## src/rtl/icache_refill_ctrl.sv

```systemverilog
// Direct-mapped, one-word-per-line instruction cache refill controller.
// Optional hit/miss counters are enabled by defining ICACHE_PERF_CNT_EN.
module icache_refill_ctrl #(
  parameter int LINES = 32,
  parameter int IDX_W = 5
) (
  input  logic        clock,
  input  logic        reset,
  input  logic        fetch_valid,
  input  logic [31:0] fetch_addr,
  input  logic        flush,
  output logic [31:0] instr,
  output logic        hit,
  output logic        stall,
  output logic        mem_req,
  output logic [31:0] mem_addr,
  input  logic        mem_ack,
  input  logic [31:0] mem_rdata
`ifdef ICACHE_PERF_CNT_EN
  ,
  output logic [31:0] hit_count,
  output logic [31:0] miss_count
`endif
);

  localparam int TAG_W = 32 - IDX_W - 2;

  typedef enum logic {IDLE, REFILL} state_t;

  state_t             state_q, state_d;
  logic               mem_req_q, mem_req_d;
  logic [31:0]        mem_addr_q, mem_addr_d;
  logic               flush_pend_q, flush_pend_d;
  logic [LINES-1:0]   valid_q, valid_d;
  logic [31:0]        data_q [LINES];
  logic [TAG_W-1:0]   tag_q  [LINES];

  logic [IDX_W-1:0]   f_idx, r_idx;
  logic [TAG_W-1:0]   f_tag, r_tag;
  logic               lookup_hit;
  logic               refill_we;
  logic               miss;
  logic [1:0]         unused_addr_lsb;

  assign f_idx           = fetch_addr[IDX_W+1:2];
  assign f_tag           = fetch_addr[31:IDX_W+2];
  assign r_idx           = mem_addr_q[IDX_W+1:2];
  assign r_tag           = mem_addr_q[31:IDX_W+2];
  assign unused_addr_lsb = fetch_addr[1:0];

  assign lookup_hit = (state_q == IDLE) && fetch_valid && !flush &&
                      valid_q[f_idx] && (tag_q[f_idx] == f_tag);

  assign hit      = lookup_hit;
  assign instr    = lookup_hit ? data_q[f_idx] : 32'h0;
  assign stall    = (state_q == REFILL) || (fetch_valid && !lookup_hit);
  assign mem_req  = mem_req_q;
  assign mem_addr = mem_addr_q;

  always_comb begin
    state_d      = state_q;
    mem_req_d    = mem_req_q;
    mem_addr_d   = mem_addr_q;
    flush_pend_d = flush_pend_q;
    valid_d      = valid_q;
    refill_we    = 1'b0;
    miss         = 1'b0;
    case (state_q)
      IDLE: begin
        if (flush) begin
          valid_d = '0;
        end else if (fetch_valid && !lookup_hit) begin
          miss       = 1'b1;
          state_d    = REFILL;
          mem_req_d  = 1'b1;
          mem_addr_d = {fetch_addr[31:2], 2'b00};
        end
      end
      REFILL: begin
        if (flush) valid_d = '0;
        if (mem_ack) begin
          // A flush seen at any point during the refill poisons the returning line.
          refill_we      = 1'b1;
          valid_d[r_idx] = !(flush || flush_pend_q);
          flush_pend_d   = 1'b0;
          mem_req_d      = 1'b0;
          state_d        = IDLE;
        end else if (flush) begin
          flush_pend_d = 1'b1;
        end
      end
      default: state_d = IDLE;
    endcase
  end

  always_ff @(posedge clock or posedge reset) begin
    if (reset) begin
      state_q      <= IDLE;
      mem_req_q    <= 1'b0;
      mem_addr_q   <= 32'h0;
      flush_pend_q <= 1'b0;
      valid_q      <= '0;
    end else begin
      state_q      <= state_d;
      mem_req_q    <= mem_req_d;
      mem_addr_q   <= mem_addr_d;
      flush_pend_q <= flush_pend_d;
      valid_q      <= valid_d;
    end
  end

  always_ff @(posedge clock) begin
    if (refill_we) begin
      data_q[r_idx] <= mem_rdata;
      tag_q[r_idx]  <= r_tag;
    end
  end

`ifdef ICACHE_PERF_CNT_EN
  logic [31:0] hit_count_q, miss_count_q;

  always_ff @(posedge clock or posedge reset) begin
    if (reset) begin
      hit_count_q  <= 32'h0;
      miss_count_q <= 32'h0;
    end else begin
      if (lookup_hit) hit_count_q  <= hit_count_q + 32'd1;
      if (miss)       miss_count_q <= miss_count_q + 32'd1;
    end
  end

  assign hit_count  = hit_count_q;
  assign miss_count = miss_count_q;
`endif

endmodule

```

## config.mk

```make
export PLATFORM = sky130hd
export DESIGN_NAME = icache_refill_ctrl
export DESIGN_NICKNAME = d
export VERILOG_FILES = /design/src/rtl/icache_refill_ctrl.sv
export SDC_FILE = /design/constraint.sdc
export NUM_CORES = 2
export LEC_CHECK = 0
export BUFFER_PORTS_ARGS = -buffer_cell sky130_fd_sc_hd__buf_4
export CAP_MARGIN = 15
export CORE_ASPECT_RATIO = 1.4
export CORE_MARGIN = 4
export CORE_UTILIZATION = 60
export DETAILED_ROUTE_END_ITERATION = 8
export HOLD_SLACK_MARGIN = 0.02
export PLACE_DENSITY = 0.8
export SLEW_MARGIN = 20
export SYNTH_ARGS = -nofsm -noshare
export SYNTH_HDL_FRONTEND = slang
export SYNTH_SLANG_ARGS = --single-unit
```

## constraint.sdc

```tcl
create_clock -name clock -period 14.8 [get_ports clock]
set_input_delay 2.96 -clock clock [delete_from_list [all_inputs] [get_ports clock]]
set_output_delay 2.96 -clock clock [all_outputs]
set_load 0.03 [all_outputs]
```

# Yosys cells after proc, flatten, opt, wreduce, memory -nomap -nowiden

Memories as Yosys holds them, arrays and structs flattened.
Cells that the tools add are included.

Flip-flop bits (word level): 65
RAM bits: 1,824
Input port bits: 69
Output and inout bits: 67
Logic and storage cells: 55
Memories kept: 2

Order comparisons: 3
Eq/ne operators: 4
Muxes and demuxes: 24
Bitwise gates (word level): 2
Reduce and logical (&&, ||, !) cells: 15

Memory list:

| name   | depth | bits a word | rd ports | clocked after Yosys merged registers in | wr ports | RTL line | text |
|---|---|---|---|---|---|---|---|
| data_q | 32    | 32          | 1        | 0                                       | 1        | 35       | `logic [31:0] data_q [LINES];` |
| tag_q  | 32    | 25          | 1        | 0                                       | 1        | 36       | `logic [TAG_W-1:0] tag_q [LINES];` |

Operators with widths:

| kind                 | number |
|---|---|
| $mux W32             | 4 |
| $pmux W32 S2         | 1 |
| $bwmux W32           | 1 |
| $eq A25 B25 Y1       | 1 |
| $mux W1              | 14 |
| $lt A5 B6 Y1 const B | 2 |
| $logic_and A1 B1 Y1  | 6 |
| $reduce_and A3 Y1    | 2 |
| $bmux W1 S5          | 1 |
| $demux W1 S5         | 1 |
| $ge A5 B1 Y1 const B | 1 |
| $ne A2 B2 Y1 const B | 2 |
| $pmux W1 S2          | 2 |
| $logic_not A1 Y1     | 3 |
| $logic_or A1 B1 Y1   | 2 |
| $ne A2 B1 Y1 const B | 1 |
| $not A1 Y1           | 2 |
| $reduce_and A2 Y1    | 1 |
| $reduce_bool A2 Y1   | 1 |

# Depth between registers and ports, before layout

Depth after elaboration: 10
Mapped depth: 16
Mapped depth without buffers: 9

# Least setup slack after synthesis

OpenSTA, ideal clock, no wires.

Path type: input -> output
Start: in fetch_addr[2]
End: out instr[22]
Data arrival time: 6,080 ps
Setup slack: 5,760 ps
Stages: 13
Cell sequence: buf_6 > buf_4 > buf_2 > buf_4 > mux4_2 > a221oi_1 > nand3_1 > xnor2_1 > nand4_1 > nor4_1 > nand4_1 > clkbuf_1 > a21oi_1

Cells in the longest elaborated chain, start to end: 5
Elaborated cells on any way between the ends: 8
Classes of those cells: eq/ne (1); mux (3); reduce/logical (2); memory (2)

Ends and longest elaborated chain:

| element                                                                 | RTL line | text |
|---|---|---|
| from (decl)                                                             | 10       | `input logic [31:0] fetch_addr,` |
| parallel branches: the longest is 4 deep, another holds $mem_v2 Z32 W25 | -        |  |
| $mux W32 *                                                              | 55       | `assign instr = lookup_hit ? data_q[f_idx] : 32'h0;` |
| to (decl)                                                               | 12       | `output logic [31:0] instr,` |

Every way passes the cells marked *. The select of a mux whose other input is x is not followed.

# Worst setup path after layout

Start: in fetch_addr[2]
End: out instr[1]

The elaborated chain is that of the path after synthesis.

==> metrics <==
Distinct cells, synth=58; detailed-route wire length per cell=36.8 µm; cts hold-fix bufs=0; area delta synth->final=11.2%; largest net degree at the start of global routing=95; worst min path class=reg2reg; CTS root buffer=clkbuf_16; die width=302 µm; final net count=3529; vias post-DR=36.8k; total power draw=11.2 mW; Final Max Tran Viols=0; final setup fails=0; initial drt markers=5547; number of remaining DRC errors=0; setup_tns=0 ns; dpl cell area=75600 µm²; worst stage delay on the critical path=0.77 ns; Fin. Hold Viols=0; Post-synth EDFFs=1824; top_reg_cell synth=edfxtp_1; Max-cap violations=0; Die ar.=127000 µm²; Reg clk slew, reported paths=0.06 ns; global-route wire length before repair=274000 µm; share of layout cells above drive strength 1=27.8%; placed insts=4888; CP startpoint kind=input pin; Core ar.=120000 µm²; max_slew headroom=19.5%; Vias/cell=7.09; # rows=150; Worst-Skew Late Latency=0.80 ns; PD cells=138 nW/µm²; cell repeated most along the worst path=buf_4; FF+latch count, synth=1889; initial antenna violation count=6; crit path kind=in2out; worst-path maximum fanout=58; Buf/Inv on CP=4; number of I/O pins=136; Tmin final=11.43 ns; Post-Syn Area=72700 µm²; number of warning messages in the yosys log=0; final instance area=80900 µm²; Worst Path Required=11.84 ns; synthesized instance count=3265; Post-DP HPWL=89600 µm; RSZ-0062 raised after global routing=no; Crit path max-delay family=buffers and inverters; worst vdd ir=0.000111 V; Tcrit/Tclk final=77.2%; final wirelength=191000 µm; Slew @ Worst Pin=1.21 ns; syn avg cell area=22.3 µm²; overall die height=420 µm; vias in the first global route=37.8k; Worst setup EP type=output port; Fin Clk Skew=0.0247 ns; status=finished clean; GRT Total Usage=30.8%; Leak Pwr=26.1 nW; initial core utilization=60.7%; fmax=87.5 MHz; TritonCTS Buffers=166; CTS H-tree depth=4; clock sink total=1889; sequential area share after synthesis=77.5%; WP data arrival=8.47 ns; async set or reset register ratio after synthesis=3.44%; Clock Path Buffers=3; setup bufs post-CTS=0; Finished Layout Cells=5194; TritonCTS clock tree=built; post-CTS sizing=0; critical path's slowest cell=xnor2_1; critical path, cell by cell=buf_8 -> buf_4 -> nor2b_1 -> a21oi_1 -> nand3_1 -> nand3_1 -> xnor2_1 -> nand4_1 -> nor4_1 -> nand4_1 -> buf_4 -> a21oi_1 -> buf_4; TritonRoute pass-1 iters=8; gp weighted congestion=0.784; Overflow after GRT=0; ANT nets after route=0; IO Port Bufs=131
## kinds of logic after synthesis
group	count (synthesis)	synth area share, %
flops	1889	77.5
mux	614	17.0
simple gates	330	2.09
buf+inv	211	1.36
compound gates	198	1.79
xor+xnor	22	0.265
other cells	1	0.00515
## routing by layer
layer,wire length [µm],GRT usage (%)
met4,10800,14.9
met2,97400,50.5
met1,62100,40.0
met3,20900,6.36
met5,26,0
## stage by stage
step	hold WS (ns)	util (%)	setup slack, ns
2_1_floorplan	0.475	-	5.76
3_3_place_gp	0.470	63.0	3.59
3_5_place_dp	0.477	63.0	3.57
4_1_cts	0.492	67.5	3.56
5_1_grt	0.526	67.5	3.22
6_report	0.489	67.5	3.37
## placed cells by master (no fill, tap or decap), types with 14 or more instances in the layout
cell type | Yosys | routed
edfxtp_1 | 1824 | 1824
mux4_2 | 484 | 484
buf_4 | 22 | 188
clkbuf_16 | 0 | 168
nand2_1 | 144 | 144
mux2i_1 | 96 | 96
nor2_1 | 83 | 83
a21oi_1 | 76 | 76
dfrtp_1 | 65 | 60
a22oi_1 | 45 | 45
clkbuf_1 | 64 | 34
clkinv_1 | 1 | 33
inv_4 | 0 | 32
clkinv_2 | 0 | 30
o22ai_1 | 29 | 29
mux2_4 | 27 | 27
nand3_1 | 25 | 25
nand4_1 | 15 | 15
xnor2_1 | 14 | 14
bufinv_16 | 0 | 14
## state kept, by name, indices dropped and copies added, names as in the netlist
signal / flops
data_q: 1024
valid_q: 32
mem_req: 1
flush_pend_q: 1
tag_q: 800
state_q: 1
mem_addr: 30
## area by class of cell
class,count,area (µm²)
antenna,3,7.51
clock buffer,205,4370
clock inverter,98,982
fill,6932,39000
inverter,42,244
multi-input combinational,1166,15400
sequential,1889,56400
tap,1596,2000
timing repair buffer,195,1540
## cells in the mapped netlist, types with 7 or more instances
master	instances	area (µm²)
dfrtp_1	65	1630
nor3_1	9	45.0
nor2_1	83	312
nor2b_1	9	56.3
buf_4	22	165
mux2_4	27	405
nand3_1	25	125
mux2_2	7	78.8
buf_2	35	175
nand2_1	144	541
a21oi_1	76	380
edfxtp_1	1824	54800
a22o_1	10	87.6
buf_1	40	150
buf_6	7	78.8
clkbuf_1	64	240
o22ai_1	29	181
inv_1	41	154
mux4_2	484	10900
xnor2_1	14	123
nand4_1	15	93.8
xor2_1	8	70.1
nor4_1	10	62.6
a22oi_1	45	338
mux2i_1	96	961
## where the power goes
group | total, mW | internal [mW] | switching (mW)
Sequential | 6.19 | 6.05 | 0.141
Clock | 4.33 | 2.37 | 1.96
Combinational | 0.649 | 0.248 | 0.401
## final timing paths
| path | from | endpoint | slack (ns) | depth (start not counted) |
|---|---|---|---|---|
| setup / recovery | fetch_addr[2] | instr[1] | 3.37 | 13 |
| hold / removal | mem_req | mem_req | 0.49 | 1 |
| setup reg to reg | tag_q[8][5] | mem_addr[9] | 10.40 | 10 |
| hold reg to reg | mem_req | mem_req | 0.49 | 1 |
| max in group asynchronous | reset | mem_addr[16] | 11.62 | 3 |
| min in group asynchronous | reset | mem_addr[18] | 2.04 | 2 |
## worst reg2reg max path, cell delays in order, from the launching register on
cell	delay, ns
edfxtp_1	0.42
mux4_2	0.49
a22o_1	0.26
a221oi_1	0.36
nand3_1	0.18
xnor2_1	0.77
nand2_1	0.13
nor4_1	0.61
a21oi_4	0.28
buf_4	0.38
mux2_4	0.41
Power figures use the tool's default switching activity.
